[config.mk]
export PLATFORM = sky130hd
export DESIGN_NAME = taxi_eth_lb_swap_flat
export DESIGN_NICKNAME = d
export VERILOG_FILES = /design/src/rtl/taxi_eth_lb_pkg.sv /design/src/rtl/taxi_axis_if.sv /design/src/rtl/taxi_eth_lb_stats.sv /design/src/rtl/taxi_eth_lb_swap.sv /design/src/flat_wrapper.sv
export SDC_FILE = /design/constraint.sdc
export NUM_CORES = 1
export LEC_CHECK = 0
export ABC_AREA = 0
export ABC_CLOCK_PERIOD_IN_PS = 8800
export BUFFER_PORTS_ARGS = -buffer_cell sky130_fd_sc_hd__buf_4
export CORE_UTILIZATION = 35
export CTS_BUF_LIST = sky130_fd_sc_hd__clkbuf_4
export DETAILED_ROUTE_END_ITERATION = 10
export PLACE_DENSITY_LB_ADDON = 0.1
export SLEW_MARGIN = 20
export SYNTH_ARGS = -nofsm -noshare
export SYNTH_HDL_FRONTEND = slang
export SYNTH_HIERARCHICAL = 1
export SYNTH_SLANG_ARGS = --single-unit
[constraint.sdc]
create_clock -name clk -period 8.8 [get_ports clk]
set_input_delay 0 -clock clk [delete_from_list [all_inputs] [get_ports clk]]
set_output_delay 0 -clock clk [all_outputs]
set_load 0.01 [all_outputs]
[src/rtl/taxi_eth_lb_pkg.sv]
`default_nettype none
// ============================================================================
//  Module      : taxi_eth_lb_pkg
//  Description : Shared types and constants for the Ethernet loopback
//                swap block: mode and state encodings, header length,
//                broadcast address and a MAC byte-select helper.
//  Revision    : 1.0 - initial release
// ============================================================================
package taxi_eth_lb_pkg;

    typedef enum logic [1:0] {
        LB_PASS       = 2'd0,
        LB_SWAP       = 2'd1,
        LB_SWAP_LOCAL = 2'd2,
        LB_DROP       = 2'd3
    } lb_mode_t;

    typedef enum logic [2:0] {
        IDLE = 3'd0,
        HDR  = 3'd1,
        EMIT = 3'd2,
        PASS = 3'd3,
        DROP = 3'd4
    } lb_state_t;

    localparam int          HDR_LEN   = 12;
    localparam logic [47:0] BCAST_MAC = 48'hFFFF_FFFF_FFFF;

    // Byte idx of a MAC address in wire order. Byte 0 (first on the wire)
    // lives in the most significant octet, so 48'h5A5152535455 goes out
    // as 5A,51,52,53,54,55.
    function automatic logic [7:0] mac_byte(input logic [47:0] mac, input logic [3:0] idx);
        logic [7:0] b;
        case (idx)
            4'd0:    b = mac[47:40];
            4'd1:    b = mac[39:32];
            4'd2:    b = mac[31:24];
            4'd3:    b = mac[23:16];
            4'd4:    b = mac[15:8];
            default: b = mac[7:0];
        endcase
        return b;
    endfunction

endpackage
`default_nettype wire

[src/rtl/taxi_axis_if.sv]
`default_nettype none
// ============================================================================
//  Module      : taxi_axis_if
//  Description : Minimal AXI-stream interface (tdata/tvalid/tready/tlast/
//                tid/tuser) with source and sink modports.
//  Revision    : 1.0 - initial release
// ============================================================================
interface taxi_axis_if #(
    parameter int DATA_W = 8,
    parameter int ID_W   = 8,
    parameter int USER_W = 1
) ();
    logic [DATA_W-1:0] tdata;
    logic              tvalid;
    logic              tready;
    logic              tlast;
    logic [ID_W-1:0]   tid;
    logic [USER_W-1:0] tuser;

    modport src (output tdata, tvalid, tlast, tid, tuser, input tready);
    modport snk (input tdata, tvalid, tlast, tid, tuser, output tready);
endinterface
`default_nettype wire

[src/rtl/taxi_eth_lb_stats.sv]
`default_nettype none
// ============================================================================
//  Module      : taxi_eth_lb_stats
//  Description : Four free-running frame counters that wrap modulo
//                2^STAT_W, each advanced by a one-cycle strobe.
//  Ports       : clk, rst            - clock, synchronous active-high reset
//                inc_rx/tx/drop/runt - increment strobes
//                rx/tx/drop/runt_frames - counter values
//  Revision    : 1.0 - initial release
// ============================================================================
module taxi_eth_lb_stats #(
    parameter int STAT_W = 32
) (
    input  logic              clk,
    input  logic              rst,
    input  logic              inc_rx,
    input  logic              inc_tx,
    input  logic              inc_drop,
    input  logic              inc_runt,
    output logic [STAT_W-1:0] rx_frames,
    output logic [STAT_W-1:0] tx_frames,
    output logic [STAT_W-1:0] drop_frames,
    output logic [STAT_W-1:0] runt_frames
);
    localparam logic [STAT_W-1:0] c_one = STAT_W'(1);

    logic [3:0]        w_inc;
    logic [STAT_W-1:0] w_cnt [4];

    assign w_inc = {inc_runt, inc_drop, inc_tx, inc_rx};

    generate
        for (genvar gi = 0; gi < 4; gi++) begin : g_cnt
            logic [STAT_W-1:0] r_cnt;
            always_ff @(posedge clk) begin
                if (rst)
                    r_cnt <= '0;
                else if (w_inc[gi])
                    r_cnt <= r_cnt + c_one;
            end
            assign w_cnt[gi] = r_cnt;
        end
    endgenerate

    assign rx_frames   = w_cnt[0];
    assign tx_frames   = w_cnt[1];
    assign drop_frames = w_cnt[2];
    assign runt_frames = w_cnt[3];
endmodule
`default_nettype wire

[src/rtl/taxi_eth_lb_swap.sv]
`default_nettype none
// ============================================================================
//  Module      : taxi_eth_lb_swap
//  Description : Byte-wide Ethernet loopback between MAC RX and MAC TX.
//                Passes, swaps or rewrites the MAC header, filters on the
//                destination address, drops runts and counts frames.
//  Ports       : clk, rst        - clock, synchronous active-high reset
//                s_axis          - frames from MAC RX (sink)
//                m_axis          - frames to MAC TX (source)
//                cfg_mode        - 0 pass, 1 swap, 2 swap + local src, 3 drop
//                cfg_local_mac   - local MAC, byte 0 in bits [47:40]
//                stat_*_frames   - rx / tx / drop / runt frame counters
//                busy            - state machine is not idle
//  Revision    : 1.0 - initial release
// ============================================================================
module taxi_eth_lb_swap #(
    parameter int ID_W      = 8,
    parameter int USER_W    = 1,
    parameter int FILTER_EN = 1,
    parameter int STAT_W    = 32
) (
    input  logic              clk,
    input  logic              rst,
    taxi_axis_if.snk          s_axis,
    taxi_axis_if.src          m_axis,
    input  logic [1:0]        cfg_mode,
    input  logic [47:0]       cfg_local_mac,
    output logic [STAT_W-1:0] stat_rx_frames,
    output logic [STAT_W-1:0] stat_tx_frames,
    output logic [STAT_W-1:0] stat_drop_frames,
    output logic [STAT_W-1:0] stat_runt_frames,
    output logic              busy
);
    import taxi_eth_lb_pkg::*;

    localparam logic [3:0] c_last_idx = 4'(HDR_LEN - 1);
    localparam logic [3:0] c_src_off  = 4'd6;

    lb_state_t         r_state;
    lb_mode_t          r_mode;
    logic [47:0]       r_local_mac;
    logic [ID_W-1:0]   r_tid;
    logic [7:0]        r_hdr [HDR_LEN];
    logic [3:0]        r_idx;
    logic              r_last;
    logic [USER_W-1:0] r_user;

    lb_mode_t          w_cfg_mode;
    logic              w_s_ready;
    logic              w_m_valid;
    logic              w_m_last;
    logic [7:0]        w_m_data;
    logic [ID_W-1:0]   w_m_tid;
    logic [USER_W-1:0] w_m_user;
    logic              w_s_fire;
    logic              w_m_fire;
    logic              w_hdr_done;
    logic              w_filter_drop;
    logic [47:0]       w_dst;
    logic [7:0]        w_emit_byte;
    logic [3:0]        w_emit_sub;
    logic              w_inc_drop;
    logic              w_inc_runt;

    assign w_cfg_mode    = lb_mode_t'(cfg_mode);
    assign w_dst         = {r_hdr[0], r_hdr[1], r_hdr[2], r_hdr[3], r_hdr[4], r_hdr[5]};
    assign w_filter_drop = (FILTER_EN != 0) && (w_dst != r_local_mac) && (w_dst != BCAST_MAC);
    assign w_emit_sub    = r_idx - c_src_off;

    // Outgoing header: captured source first, then captured destination
    // (swap) or the local address latched at byte 0 (swap + local src).
    always_comb begin
        w_emit_byte = 8'd0;
        if (r_idx < c_src_off)
            w_emit_byte = r_hdr[r_idx + c_src_off];
        else if (r_mode == LB_SWAP)
            w_emit_byte = r_hdr[w_emit_sub];
        else
            w_emit_byte = mac_byte(r_local_mac, w_emit_sub);
    end

    // Stream muxing. IDLE with pass mode already behaves as PASS so the
    // first beat of a pass frame is forwarded with no added latency.
    always_comb begin
        w_s_ready = 1'b0;
        w_m_valid = 1'b0;
        w_m_data  = 8'd0;
        w_m_last  = 1'b0;
        w_m_tid   = '0;
        w_m_user  = '0;
        if (!rst) begin
            if ((r_state == PASS) || ((r_state == IDLE) && (w_cfg_mode == LB_PASS))) begin
                w_s_ready = m_axis.tready;
                w_m_valid = s_axis.tvalid;
                w_m_data  = s_axis.tdata;
                w_m_last  = s_axis.tlast;
                w_m_tid   = s_axis.tid;
                w_m_user  = s_axis.tuser;
            end else if (r_state == EMIT) begin
                w_m_valid = 1'b1;
                w_m_data  = w_emit_byte;
                w_m_tid   = r_tid;
                w_m_last  = (r_idx == c_last_idx) && r_last;
                w_m_user  = (r_idx == c_last_idx) ? r_user : '0;
            end else begin
                w_s_ready = 1'b1;
            end
        end
    end

    assign s_axis.tready = w_s_ready;
    assign m_axis.tvalid = w_m_valid;
    assign m_axis.tdata  = w_m_data;
    assign m_axis.tlast  = w_m_last;
    assign m_axis.tid    = w_m_tid;
    assign m_axis.tuser  = w_m_user;

    assign w_s_fire   = s_axis.tvalid && w_s_ready;
    assign w_m_fire   = w_m_valid && m_axis.tready;
    assign w_hdr_done = (r_state == HDR) && w_s_fire && (r_idx == c_last_idx);

    // A header-path frame ending before byte 11 (including a one-byte
    // frame ending in IDLE) is a runt.
    assign w_inc_runt = w_s_fire && s_axis.tlast &&
        (((r_state == IDLE) && ((w_cfg_mode == LB_SWAP) || (w_cfg_mode == LB_SWAP_LOCAL))) ||
         ((r_state == HDR) && (r_idx < c_last_idx)));

    // Filter drops count once at byte 11; mode-3 drops count at tlast.
    assign w_inc_drop = (w_hdr_done && w_filter_drop) ||
        (w_s_fire && s_axis.tlast &&
         (((r_state == IDLE) && (w_cfg_mode == LB_DROP)) ||
          ((r_state == DROP) && (r_mode == LB_DROP))));

    assign busy = (r_state != IDLE);

    always_ff @(posedge clk) begin
        if (rst) begin
            r_state     <= IDLE;
            r_mode      <= LB_PASS;
            r_local_mac <= '0;
            r_tid       <= '0;
            r_idx       <= '0;
            r_last      <= 1'b0;
            r_user      <= '0;
            for (int i = 0; i < HDR_LEN; i++)
                r_hdr[i] <= '0;
        end else begin
            case (r_state)
                IDLE: begin
                    if (w_s_fire) begin
                        r_mode      <= w_cfg_mode;
                        r_local_mac <= cfg_local_mac;
                        r_tid       <= s_axis.tid;
                        case (w_cfg_mode)
                            LB_PASS: r_state <= s_axis.tlast ? IDLE : PASS;
                            LB_DROP: r_state <= s_axis.tlast ? IDLE : DROP;
                            default: begin
                                r_hdr[0] <= s_axis.tdata;
                                r_idx    <= 4'd1;
                                r_state  <= s_axis.tlast ? IDLE : HDR;
                            end
                        endcase
                    end
                end
                HDR: begin
                    if (w_s_fire) begin
                        r_hdr[r_idx] <= s_axis.tdata;
                        r_idx        <= r_idx + 4'd1;
                        if (r_idx == c_last_idx) begin
                            r_idx <= '0;
                            if (w_filter_drop) begin
                                r_state <= s_axis.tlast ? IDLE : DROP;
                            end else begin
                                r_state <= EMIT;
                                r_last  <= s_axis.tlast;
                                r_user  <= s_axis.tuser;
                            end
                        end else if (s_axis.tlast) begin
                            r_state <= IDLE;
                        end
                    end
                end
                EMIT: begin
                    if (w_m_fire) begin
                        if (r_idx == c_last_idx) begin
                            r_idx   <= '0;
                            r_state <= r_last ? IDLE : PASS;
                        end else begin
                            r_idx <= r_idx + 4'd1;
                        end
                    end
                end
                PASS: begin
                    if (w_m_fire && s_axis.tlast)
                        r_state <= IDLE;
                end
                DROP: begin
                    if (w_s_fire && s_axis.tlast)
                        r_state <= IDLE;
                end
                default: r_state <= IDLE;
            endcase
        end
    end

    taxi_eth_lb_stats #(
        .STAT_W (STAT_W)
    ) u_stats (
        .clk         (clk),
        .rst         (rst),
        .inc_rx      (w_s_fire && s_axis.tlast),
        .inc_tx      (w_m_fire && w_m_last),
        .inc_drop    (w_inc_drop),
        .inc_runt    (w_inc_runt),
        .rx_frames   (stat_rx_frames),
        .tx_frames   (stat_tx_frames),
        .drop_frames (stat_drop_frames),
        .runt_frames (stat_runt_frames)
    );
endmodule
`default_nettype wire

[src/flat_wrapper.sv]
// flat-port wrapper written by rule: the top's interface ports become plain ports
module taxi_eth_lb_swap_flat import taxi_eth_lb_pkg::*;
#(
    parameter int ID_W      = 8,
    parameter int USER_W    = 1,
    parameter int FILTER_EN = 1,
    parameter int STAT_W    = 32
)
  (clk, rst, cfg_mode, cfg_local_mac, stat_rx_frames, stat_tx_frames, stat_drop_frames, stat_runt_frames, busy, s_axis_tdata, s_axis_tvalid, s_axis_tlast, s_axis_tid, s_axis_tuser, s_axis_tready, m_axis_tdata, m_axis_tvalid, m_axis_tlast, m_axis_tid, m_axis_tuser, m_axis_tready);
  taxi_axis_if #(.DATA_W(8), .ID_W(ID_W), .USER_W(USER_W)) s_axis_i ();
  taxi_axis_if #(.DATA_W(8), .ID_W(ID_W), .USER_W(USER_W)) m_axis_i ();
  input  logic clk;
  input  logic rst;
  input  logic [1:0] cfg_mode;
  input  logic [47:0] cfg_local_mac;
  output logic [STAT_W-1:0] stat_rx_frames;
  output logic [STAT_W-1:0] stat_tx_frames;
  output logic [STAT_W-1:0] stat_drop_frames;
  output logic [STAT_W-1:0] stat_runt_frames;
  output logic busy;
  input wire logic [$bits(s_axis_i.tdata)-1:0] s_axis_tdata;
  input wire logic [$bits(s_axis_i.tvalid)-1:0] s_axis_tvalid;
  input wire logic [$bits(s_axis_i.tlast)-1:0] s_axis_tlast;
  input wire logic [$bits(s_axis_i.tid)-1:0] s_axis_tid;
  input wire logic [$bits(s_axis_i.tuser)-1:0] s_axis_tuser;
  output wire logic [$bits(s_axis_i.tready)-1:0] s_axis_tready;
  output wire logic [$bits(m_axis_i.tdata)-1:0] m_axis_tdata;
  output wire logic [$bits(m_axis_i.tvalid)-1:0] m_axis_tvalid;
  output wire logic [$bits(m_axis_i.tlast)-1:0] m_axis_tlast;
  output wire logic [$bits(m_axis_i.tid)-1:0] m_axis_tid;
  output wire logic [$bits(m_axis_i.tuser)-1:0] m_axis_tuser;
  input wire logic [$bits(m_axis_i.tready)-1:0] m_axis_tready;
  assign s_axis_i.tdata = s_axis_tdata;
  assign s_axis_i.tvalid = s_axis_tvalid;
  assign s_axis_i.tlast = s_axis_tlast;
  assign s_axis_i.tid = s_axis_tid;
  assign s_axis_i.tuser = s_axis_tuser;
  assign s_axis_tready = s_axis_i.tready;
  assign m_axis_tdata = m_axis_i.tdata;
  assign m_axis_tvalid = m_axis_i.tvalid;
  assign m_axis_tlast = m_axis_i.tlast;
  assign m_axis_tid = m_axis_i.tid;
  assign m_axis_tuser = m_axis_i.tuser;
  assign m_axis_i.tready = m_axis_tready;
  taxi_eth_lb_swap #(.ID_W(ID_W), .USER_W(USER_W), .FILTER_EN(FILTER_EN), .STAT_W(STAT_W)) u_core (.clk(clk), .rst(rst), .s_axis(s_axis_i), .m_axis(m_axis_i), .cfg_mode(cfg_mode), .cfg_local_mac(cfg_local_mac), .stat_rx_frames(stat_rx_frames), .stat_tx_frames(stat_tx_frames), .stat_drop_frames(stat_drop_frames), .stat_runt_frames(stat_runt_frames), .busy(busy));
endmodule
==> impl_metrics.json <==
{
  "status": "completed",
  "rsz0062_at_grt": "false",
  "fp.dieArea_sq_um": 47300,
  "area_growth_pct": 28.3,
  "cts_tree": "yes",
  "antenna_found_initial": 2,
  "yosysTopAreaCell": "dfxtp_1",
  "setup-violations-final": 0,
  "drc": 0,
  "vias": 14500,
  "worstPathArrival_ps": 5230,
  "portBuffers": 220,
  "synth_top_area_share_pct": 24.0,
  "r2r_start": "u_core/r_state[2]$_SDFFE_PP0P_",
  "synth_edf_count": 128,
  "grt_max_degree": 86,
  "tightestPinTransition_ps": 1070,
  "crit_path_start_kind": "flip-flop",
  "num_rows": 78,
  "drtPass1Iterations": 5,
  "layout_common_cells": "buf_4 (229), dfxtp_1 (193), nand2_1 (185)",
  "cts.sinks": 323,
  "clock_skew_ps": 47.1,
  "cp_slowest_cell": "dfxtp_1",
  "dp_hpwl_mm": 36.4,
  "grt_pass1_wl_mm": 82.0,
  "crit_required_ps": 9460,
  "cts.clk_slew.worst_paths_ps": 60,
  "finalMaxSlewViolations": 0,
  "slowest_delay_ps": 790,
  "globalRouteTotalUtil_pct": 22.3,
  "max-cap-violations": 0,
  "cp_num_cells": 9,
  "drt_wl_total_mm": 53.6,
  "netlist_instances": 1652,
  "hp-class": "primary input to flip-flop",
  "ir_drop_v": 0.0000925,
  "fill_cells": 4325,
  "cts_made_buffers": 94,
  "netlist_area_sq_um": 16200,
  "power.total_mw": 3.49,
  "hp-start": "cfg_mode[0]",
  "ys_types": 74,
  "clk_latency_ps": 810,
  "start_util_pct": 35.7,
  "syn_area_per_cell_sq_um": 9.84,
  "layout_commonest_cell": "buf_4",
  "drtIter0Drc": 1110,
  "max_freq_mhz": 219,
  "cts_resized": 0,
  "path_max_fanout": 18,
  "p_leak_nw": 7.35,
  "finalHoldViolCount": 0,
  "place_area_sq_um": 18300,
  "r2r.worst_path.cells": 9,
  "yosysSeqAreaShare_pct": 47.7,
  "grt_pass1_vias": 14100,
  "wl_per_cell_microns": 20.0,
  "htree_levels": 3,
  "final_area_sq_um": 20900,
  "register_area_sq_um": 7750,
  "async_flop_share_pct": 0,
  "post-route-period-util_pct": 52.0,
  "yosys-top-cells-area": "dfxtp_1 (24%), edfxtp_1 (24%), mux4_2 (5.0%), a21oi_1 (4.5%), nand2_1 (4.3%)",
  "p_per_area_nw_per_um2": 167,
  "path_delay_family": "simple AND/OR/NAND/NOR gates",
  "core_area_sq_um": 45600,
  "path_class": "flip-flop to flip-flop",
  "place.gp.congestion": 0.942,
  "hold_depth": 4,
  "max_slew_margin_pct": 28.3,
  "crit_path_end_kind": "flip-flop",
  "grt-ovfl-total": 0,
  "crit_chain": "nor3b_2 > nor2_1 > o311a_1 > nand2_1 > o41ai_2 > nand4_2 > or4_1 > nor4_1 > mux2_2",
  "setup_tns_ps": 0,
  "dieHeight_microns": 217,
  "nets": 2102,
  "path_buf_inv": 0,
  "multi_input_area_sq_um": 7990,
  "die_w_microns": 217,
  "ys_warn_count": 6,
  "ant_nets": 0,
  "cts_root_buffer": "clkbuf_4",
  "synth_seq_cells": 323,
  "synth_nets": 1736,
  "via_per_inst": 5.40,
  "clockBufferDepth": 3,
  "ys.flop_type": "dfxtp_1",
  "crit_start": "u_core/r_state[2]$_SDFFE_PP0P_",
  "num_io_pins": 221,
  "drive_gt1_share_pct": 21.3,
  "layout_min_cycle_time_ps": 4570
}
power breakdown:
| group | switching, mW | total [mW] | internal (mW) | leakage [nW] |
|---|---|---|---|---|
| registers | 0.0624 | 1.66 | 1.60 | 2.85 |
| logic | 0.265 | 0.468 | 0.203 | 3.81 |
| clock network | 0.655 | 1.36 | 0.702 | 0.680 |
| total | 0.983 | 3.49 | 2.51 | 7.35 |
cells in the mapped netlist (7+ instances only):
| library cell | number |
|---|---|
| xnor2_1 | 73 |
| and3_1 | 12 |
| and2_1 | 100 |
| o31ai_1 | 45 |
| dfxtp_1 | 195 |
| nor4_1 | 27 |
| or3_1 | 28 |
| nand2_1 | 186 |
| edfxtp_1 | 128 |
| inv_1 | 32 |
| xor2_1 | 20 |
| o21ai_0 | 32 |
| clkbuf_1 | 53 |
| a22oi_1 | 21 |
| and4_1 | 13 |
| mux2i_1 | 33 |
| or2_1 | 12 |
| nand4_1 | 58 |
| nand3_1 | 46 |
| a221oi_1 | 7 |
| buf_2 | 22 |
| ha_1 | 12 |
| nor2b_1 | 15 |
| a22o_1 | 7 |
| mux2_2 | 11 |
| or4_1 | 53 |
| buf_1 | 17 |
| a21oi_1 | 145 |
| nor2_1 | 105 |
| mux4_2 | 36 |
| o21ai_1 | 8 |
| nor3_1 | 18 |
routing by layer:
layer  share of wire [%]  global-route usage (%)  vias to the layer above
li1                    -                       -                     6906
met1                  45                    30.0                     6993
met2                  45                    34.4                      495
met3                 6.7                    5.08                       93
met4                 2.7                    9.48                        2
met5               0.024                       0                        -
worst register-to-register path, delay by kind of cell (launching register included):
family	cells	cell delay, ps
compound gates	2	1150
mux	1	370
simple gates	6	2150
flops	1	790
area by class of cell:
class | count | share of cell area [%]
diodes | 2 | 0.0240
clock inverters | 25 | 0.462
multi-input cells | 1198 | 38.3
flip-flops and latches | 323 | 37.2
repair buffers | 368 | 14.9
inverters | 33 | 0.594
clock buffers | 136 | 4.90
well taps | 600 | 3.60
sequential cells by signal, summed over array words and instances, names as in the netlist:
register,flops
u_core/r_mode,2
u_core/u_stats/rx_frames,32
u_core/r_tid,8
u_core/u_stats/runt_frames,32
u_core/u_stats/tx_frames,32
u_core/u_stats/drop_frames,32
u_core/r_last,1
u_core/r_hdr,128
u_core/r_state,3
u_core/r_user,1
u_core/r_local_mac,48
u_core/r_idx,4
final timing paths:
kind	slack, ps	to
worst max-delay path	4230	u_core/u_stats/drop_frames[31]$_SDFFE_PP0P_
worst min-delay path	100	u_core/r_mode[0]$_SDFFE_PP0P_
worst max register to register	4230	u_core/u_stats/drop_frames[31]$_SDFFE_PP0P_
worst min register to register	500	u_core/r_local_mac[40]$_SDFFE_PP0P_
stage by stage:
step	worst slack [ps]	utilization [%]	std cells	hold WS (ps)
6_report	4230	45.8	2685	98.5
3_3_place_gp	4440	40.2	2384	253
4_1_cts	4160	45.7	2683	0.841
5_1_grt	3840	45.7	2684	43.5
3_5_place_dp	4330	40.2	2384	256
2_1_floorplan	5690	-	1652	98.9
cell families (layout without fill, tap and decap cells):
logic type                 after synthesis  in the layout  synth area share (%)
buffers and inverters                  131            562                  3.35
other                                    0              2                     0
DFF                                    323            323                  47.7
xor gates and xnor gates                93             93                  5.01
muxes                                   81             81                  7.85
and+or+nand+nor                        702            702                  23.1
AOI/OAI and AO/OA                      310            310                  12.1
adders and majority gates               12             12                 0.924
repair_timing:
action                                 CTS  global route
buffers inserted                         0             0
hold buffers                           138             0
endpoints found under the hold margin  254             0
Power figures use the tool's default switching activity.
